==> config.mk <==
export PLATFORM = sky130hd
export DESIGN_NAME = pipeline_hazard_ctrl
export DESIGN_NICKNAME = d
export VERILOG_FILES = /design/src/rtl/pipeline_hazard_ctrl.sv
export SDC_FILE = /design/constraint.sdc
export NUM_CORES = 1
export LEC_CHECK = 0
export CORE_MARGIN = 4
export CORE_UTILIZATION = 35
export DETAILED_ROUTE_END_ITERATION = 12
export GPL_TIMING_DRIVEN = 0
export PLACE_DENSITY = 0.66
export SYNTH_ARGS = -nofsm -noshare
export SYNTH_HDL_FRONTEND = slang
export SYNTH_SLANG_ARGS = --single-unit
==> constraint.sdc <==
create_clock -name clk -period 1.75 [get_ports clk]
set_input_delay 0.35 -clock clk [delete_from_list [all_inputs] [get_ports clk]]
set_output_delay 0.35 -clock clk [all_outputs]
set_load 0.1 [all_outputs]
==> src/rtl/pipeline_hazard_ctrl.sv <==
// Stall, flush and freeze sequencing for the five-stage LEGv8 pipeline.
// Also keeps saturating stall/flush counters for performance debug.
module pipeline_hazard_ctrl #(
  parameter int unsigned BRANCH_PENALTY = 1,
  parameter int unsigned CNT_W          = 16
) (
  input  logic             clk,
  input  logic             reset,
  input  logic [4:0]       id_read_reg_one,
  input  logic [4:0]       id_read_reg_two,
  input  logic             id_uses_reg_two,
  input  logic             ex_mem_read,
  input  logic [4:0]       ex_dest_reg,
  input  logic             branch_taken,
  input  logic             mem_wait,
  output logic             pc_write,
  output logic             if_id_write,
  output logic             id_ex_bubble,
  output logic             if_id_flush,
  output logic             id_ex_flush,
  output logic [1:0]       state,
  output logic [CNT_W-1:0] stall_count,
  output logic [CNT_W-1:0] flush_count
);

  typedef enum logic [1:0] {
    StRun   = 2'd0,
    StHold  = 2'd1,
    StFlush = 2'd2
  } state_e;

  localparam logic [3:0] PenReload   = 4'(BRANCH_PENALTY - 1);
  localparam bit         LongPenalty = (BRANCH_PENALTY > 1);

  state_e           state_q, state_d;
  logic [3:0]       pen_cnt_q, pen_cnt_d;
  logic             pending_flush_q, pending_flush_d;
  logic [CNT_W-1:0] stall_count_q, stall_count_d;
  logic [CNT_W-1:0] flush_count_q, flush_count_d;

  logic lu;
  logic do_branch;
  logic do_run;

  // XZR (r31) is never a real producer, so it cannot hazard.
  assign lu = ex_mem_read && (ex_dest_reg != 5'd31) &&
              ((ex_dest_reg == id_read_reg_one) ||
               (id_uses_reg_two && (ex_dest_reg == id_read_reg_two)));

  always_comb begin
    pc_write        = 1'b0;
    if_id_write     = 1'b0;
    id_ex_bubble    = 1'b0;
    if_id_flush     = 1'b0;
    id_ex_flush     = 1'b0;
    state_d         = state_q;
    pen_cnt_d       = pen_cnt_q;
    pending_flush_d = pending_flush_q;
    do_branch       = 1'b0;
    do_run          = 1'b0;

    if (reset) begin
      id_ex_bubble    = 1'b1;
      state_d         = StRun;
      pen_cnt_d       = 4'd0;
      pending_flush_d = 1'b0;
    end else begin
      unique case (state_q)
        StRun: begin
          if (mem_wait) begin
            state_d         = StHold;
            pending_flush_d = branch_taken;
          end else if (branch_taken) begin
            do_branch = 1'b1;
          end else begin
            do_run = 1'b1;
          end
        end
        StHold: begin
          if (mem_wait) begin
            if (branch_taken) pending_flush_d = 1'b1;
          end else if (pending_flush_q || branch_taken) begin
            do_branch       = 1'b1;
            pending_flush_d = 1'b0;
          end else begin
            do_run  = 1'b1;
            state_d = StRun;
          end
        end
        StFlush: begin
          if (mem_wait) begin
            // Frozen: pen_cnt holds.
          end else if (branch_taken) begin
            do_branch = 1'b1;
          end else begin
            if_id_write = 1'b1;
            if_id_flush = 1'b1;
            if (pen_cnt_q != 4'd0) pen_cnt_d = pen_cnt_q - 4'd1;
            if (pen_cnt_q <= 4'd1) state_d = StRun;
          end
        end
        default: state_d = StRun;
      endcase
    end

    if (do_branch) begin
      pc_write    = 1'b1;
      if_id_write = 1'b1;
      if_id_flush = 1'b1;
      id_ex_flush = 1'b1;
      if (LongPenalty) begin
        state_d   = StFlush;
        pen_cnt_d = PenReload;
      end else begin
        state_d   = StRun;
      end
    end

    if (do_run) begin
      if (lu) begin
        id_ex_bubble = 1'b1;
      end else begin
        pc_write    = 1'b1;
        if_id_write = 1'b1;
      end
    end
  end

  always_comb begin
    stall_count_d = stall_count_q;
    flush_count_d = flush_count_q;
    if (reset) begin
      stall_count_d = '0;
      flush_count_d = '0;
    end else begin
      if (!pc_write && (stall_count_q != '1)) stall_count_d = stall_count_q + CNT_W'(1);
      if (do_branch && (flush_count_q != '1)) flush_count_d = flush_count_q + CNT_W'(1);
    end
  end

  always_ff @(posedge clk) begin
    state_q         <= state_d;
    pen_cnt_q       <= pen_cnt_d;
    pending_flush_q <= pending_flush_d;
    stall_count_q   <= stall_count_d;
    flush_count_q   <= flush_count_d;
  end

  assign state       = state_q;
  assign stall_count = stall_count_q;
  assign flush_count = flush_count_q;

endmodule

# Word level (Yosys, flattened, before mapping)
# Index checks and enable logic that the tools add are counted.
[totals] output_inout_bits=39 regBits=39 input_bits=21
[classes] reduce_logical=16 bitwise=2 n_lt_le_gt_ge=1 n_eq_ne=15 mux=35 n_addsub=3
[op_table] cell="$add A16 B1 Y16 const B" n=2
[op_table] cell="$ne A16 B16 Y1 const B" n=2
[op_table] cell="$mux W1" n=25
[op_table] cell="$mux W2" n=6
[op_table] cell="$ne A2 B2 Y1 const B" n=6
[op_table] cell="$eq A5 B5 Y1" n=2
[op_table] cell="$reduce_and A4 Y1" n=2
[op_table] cell="$ne A3 B3 Y1 const B" n=2
[op_table] cell="$pmux W1 S2" n=3
[op_table] cell="$pmux W2 S3" n=1
[op_table] cell="$reduce_and A6 Y1" n=1
[op_table] cell="$logic_and A1 B1 Y1" n=5
[op_table] cell="$ne A5 B5 Y1 const B" n=1
[op_table] cell="$le A4 B1 Y1 const B" n=1
[op_table] cell="$reduce_bool A4 Y1" n=1
[op_table] cell="$reduce_or A2 Y1" n=2
[op_table] cell="$sub A4 B1 Y4 const B" n=1
[op_table] cell="$eq A2 B1 Y1 const B" n=1
[op_table] cell="$eq A2 B2 Y1 const B" n=1
[op_table] cell="$logic_not A2 Y1" n=1
[op_table] cell="$logic_or A1 B1 Y1" n=2
[op_table] cell="$not A1 Y1" n=2
[op_table] cell="$reduce_bool A2 Y1" n=1
[op_table] cell="$logic_not A1 Y1" n=1

# Depth between registers and ports, before layout
[logic_depth] word_depth=10 depth_mapped=8 ltp_nobuf=7

# Least setup slack after synthesis
# Ideal clock, no wire load.
[synth_path] path_type="reg2out" start="reg state_q[0] (netlist: state[0])" end="out id_ex_bubble" path_slack_ps=-1196 path_stages_with_launch=5 path_buffers=0 arrival_time_ps=2596 required_time_ps=1400 cell_sequence="dfxtp_1 > a21oi_1 > o211a_1 > nand2_1 > o21bai_1"
[synth_between] elab_chain_len=4
[synth_lines] item="start, declared" line_no="35" rtl="state_e state_q, state_d;"
[synth_lines] item="start signal, assigned" line_no="142" rtl="state_q <= state_d;"
[synth_lines] item="$eq A2 B1 Y1 or $logic_not A2 Y1 (tied branches)" line_no="68" rtl="unique case (state_q)"
[synth_lines] item="$pmux W1 S2 (*)" line_no="68"
[synth_lines] item="$mux W1 (*)" line_no="62" rtl="if (reset) begin"
[synth_lines] item="$mux W1 (*)" line_no="119" rtl="if (do_run) begin"
[synth_lines] item="end, declared" line_no="18" rtl="output logic id_ex_bubble,"
# Every way passes the cells marked *; elsewhere a longest branch is shown, timed or not.

# Worst setup path in the final report
[layout_path] start="reg pending_flush_q" end="out id_ex_bubble"
[layout_between] elab_chain_len=6
[layout_lines] item="start, declared" line_no="37" rtl="logic pending_flush_q, pending_flush_d;"
[layout_lines] item="start signal, assigned" line_no="144" rtl="pending_flush_q <= pending_flush_d;"
[layout_lines] item="$logic_or A1 B1 Y1" line_no="82" rtl="end else if (pending_flush_q || branch_taken) begin"
[layout_lines] item="$mux W1" line_no="82"
[layout_lines] item="$mux W1" line_no="80" rtl="if (mem_wait) begin"
[layout_lines] item="$pmux W1 S2" line_no="68"
[layout_lines] item="$mux W1" line_no="62"
[layout_lines] item="$mux W1" line_no="119"
# Every way passes these cells.

==> summary.txt <==
Logic synthesis
  – Post-Synthesis Mean Instance Area: approximately 8.6 µm²
  – Synth Cell Area: roughly 1800 µm²
  – Sequential area share after synthesis: a little under two fifths
  – Mapped Nets: 236
  – Cell variety after synth: 45
  – Yosys Warn Count: 0
  – Most used DFF post-synth: dfxtp_1
  – Number of synthesized register bits: 34
  – EDFF count, synth: 0
  – Mapped Cells: roughly 210
  – Async S/R FF share, synth: 0%

Job
  – Max_cap viols: 0

Global route
  – Largest net degree at the start of global routing: 12
  – Antenna violations before repair: 0
  – First-pass GRT wire length: between 7000 and 8000 µm
  – Gr usage total: approximately 16%
  – Vias in the first global route: 1728
  – Global route total overflow: 0

Layout
  – Post-Route Utilization: between 60% and 70%
  – # fillers: between 400 and 500
  – Final Cell Area: roughly 3100 µm²
  – Antenna cells: 0
  – Most frequent cells in the layout: clkdlybuf4s15_2 (31), nor2_1 (27), dfxtp_4 (20)
  – Fraction of layout cells with a size suffix above 1: 52.6%
  – Storage element area: between 700 and 800 µm²
  – Post-route insts no fill: 372
  – Multi-input combinational cell area: roughly 1300 µm²
  – Synth-to-layout area growth: 71.3%
  – Commonest non-fill, non-tap cell in the layout: clkdlybuf4s15_2
  – Nets: roughly 320

Timing
  – Final Hold Viols: 0
  – Final hold slack: 0.515 ns
  – Setup_tns: -0.645 ns
  – Least-Margin Pin Slew: roughly 0.56 ns
  – Final setup viols: 14
  – RSZ-0062 raised after global routing: yes
  – Max-slew violations: 0
  – Slew HR: between 60% and 70%
  – Min cycle time layout: about 1.8 ns
  – Achievable Freq: between 500 and 600 MHz
  – Period utilization: 105%
  – Worst Setup Slack, final: -0.0871 ns
  – Skew final: approximately 0.0052 ns

Power and ir drop
  – Power Dens Cells: 573 nW/µm²
  – NetSw: 550 µW
  – Reg power frac: between 40 and 50%
  – Int Pwr: 1.25 mW
  – Clock network power share: between 30% and 40%
  – Final Power: ~1.8 mW
  – Net Sw Frac: ~31%
  – Leak Pwr: approximately 1.2 nW
  – Comb power frac: between 20% and 30%
  – Peak supply drop: approximately 0.00037 V

Hold path
  – Hold Path Stages: 2
  – Worst Hold Class: register to register

Die
  – Die Ht: 80.3 µm
  – Row Count: 26
  – Starting Density: 36.0%
  – Die X: 80.3 µm
  – Core Region: a little over 5000 µm²
  – Top Ports: 60
  – Die area: approximately 6400 µm²

Drt
  – Routed vias: around 1900
  – Drt wl/cell: about 14 µm
  – Final ANT Viol Nets: 0
  – DR pass1 iterations: 4
  – Drc violations: 0
  – Total length of routed wires: between 5000 and 6000 µm
  – Drt via density: between 4 and 5
  – DRT iter0 DRCs: between 50 and 60

Placement
  – Placed inst area: about 2700 µm²
  – IO Port Bufs: 58
  – Dpl ws: -1.68 ns
  – DP Cell Count: approximately 340
  – GP Congestion: roughly 0.76
  – Post-DP HPWL: 3510 µm

Outcome
  – Status: finished, violations left
  – Violated checks: negative setup slack

Worst setup path
  – Maximum fanout along the worst path: 3
  – Crit Path Class: register to output pin
  – Startpoint Class: register
  – WP data required: about 1.4 ns
  – CP endpoint kind: output pin
  – Worst EP arrival: about 1.5 ns
  – Worst r2r path cells: 8

Clock network
  – Clock buffer count from CTS: 5
  – Clk slew on worst S/H paths: 0.07 ns
  – H-tree depth: 2
  – TritonCTS clock tree: yes
  – Root buffer cell: clkbuf_8
  – # clock sinks: 34
  – Worst-Skew Late Latency: ~0.28 ns
  – Maximum buffer depth of the clock tree: 2
## area by class of cell
type / count / share of cell area, %
clock inverter: 2 / 0.359
timing repair buffer: 81 / 25.1
tap: 70 / 2.79
sequential: 34 / 24.7
buffer: 9 / 3.27
inverter: 4 / 0.599
clock buffer: 6 / 2.63
multi-input combinational: 166 / 40.5
## cells by family (layout without fill, tap and decap cells)
group           count (synthesis)  count (layout)  synth area share (%)
simple gates                   99              99                  28.6
compound gates                 32              32                  12.6
other cells                     1               1                 0.205
buf+inv                        13             102                  3.76
xor+xnor                       27              27                  12.9
fa+ha+maj                       2               2                  1.37
mux                             5               5                  3.35
flops                          34              34                  37.2
## cells in the mapped netlist, drive strengths merged, types with 2 or more instances
master / instances / area share (%)
nand2: 19 / 3.9
xor2: 13 / 6.2
mux2i: 2 / 1.1
dfxtp: 34 / 37
and2: 2 / 0.68
or3: 4 / 1.4
mux2: 3 / 2.3
nor2: 29 / 6.0
nor4: 3 / 2.2
xnor2: 14 / 6.7
buf: 6 / 2.3
o21ai: 4 / 1.1
nor3: 3 / 1.1
a21oi: 14 / 4.4
nand3: 14 / 3.8
o31ai: 6 / 2.5
nand4: 11 / 4.1
inv: 4 / 0.82
clkbuf: 3 / 0.62
or4: 6 / 2.5
ha: 2 / 1.4
nor2b: 5 / 1.8
## registers in the layout (all words and copies together) (netlist names)
signal and count:
stall_count 16, pending_flush_q 1, flush_count 16, state 1
## power by group through the flow
stage	Combinational [mW]	Sequential, mW	Clock [mW]
after CTS	0.366	0.778	0.619
final	0.423	0.775	0.598
after global routing	0.447	0.776	0.661
after global placement	0.348	0.801	0
after detailed placement	0.351	0.801	0
after floorplan	0.168	0.872	0
## final timing paths
kind	start	to	slack, ns
min	stall_count[9]$_SDFFE_PP0P_	stall_count[9]$_SDFFE_PP0P_	0.52
max reg2reg	stall_count[1]$_SDFFE_PP0P_	stall_count[4]$_SDFFE_PP0P_	-0.08
min reg2reg	stall_count[9]$_SDFFE_PP0P_	stall_count[9]$_SDFFE_PP0P_	0.52
max	pending_flush_q$_SDFFE_PP0P_	id_ex_bubble	-0.09
## worst max-delay path, stage by stage (launching register included)
cell and delay, ns:
dfxtp_2 0.34, a21oi_4 0.15, o211a_1 0.21, nand2_2 0.06
buf_4 0.14, o21bai_4 0.13, buf_12 0.19
## layer usage
layer	global-route usage (%)	part of all wire, %	up-vias
met3	4.82	6.6	2
met2	25.7	47	47
met5	0	0	-
met4	4.39	0.76	0
met1	19.5	45	879
li1	-	-	923
## what timing repair did
item                                    4_1_cts  5_1_grt
buffers inserted                              9       12
endpoints found under the setup margin       69       25
hold buffers                                  0        0
gates cloned                                  1        1
pin swaps                                    19       17
resized for setup                           212       31
Note: power is estimated with default switching activity, not from simulation.
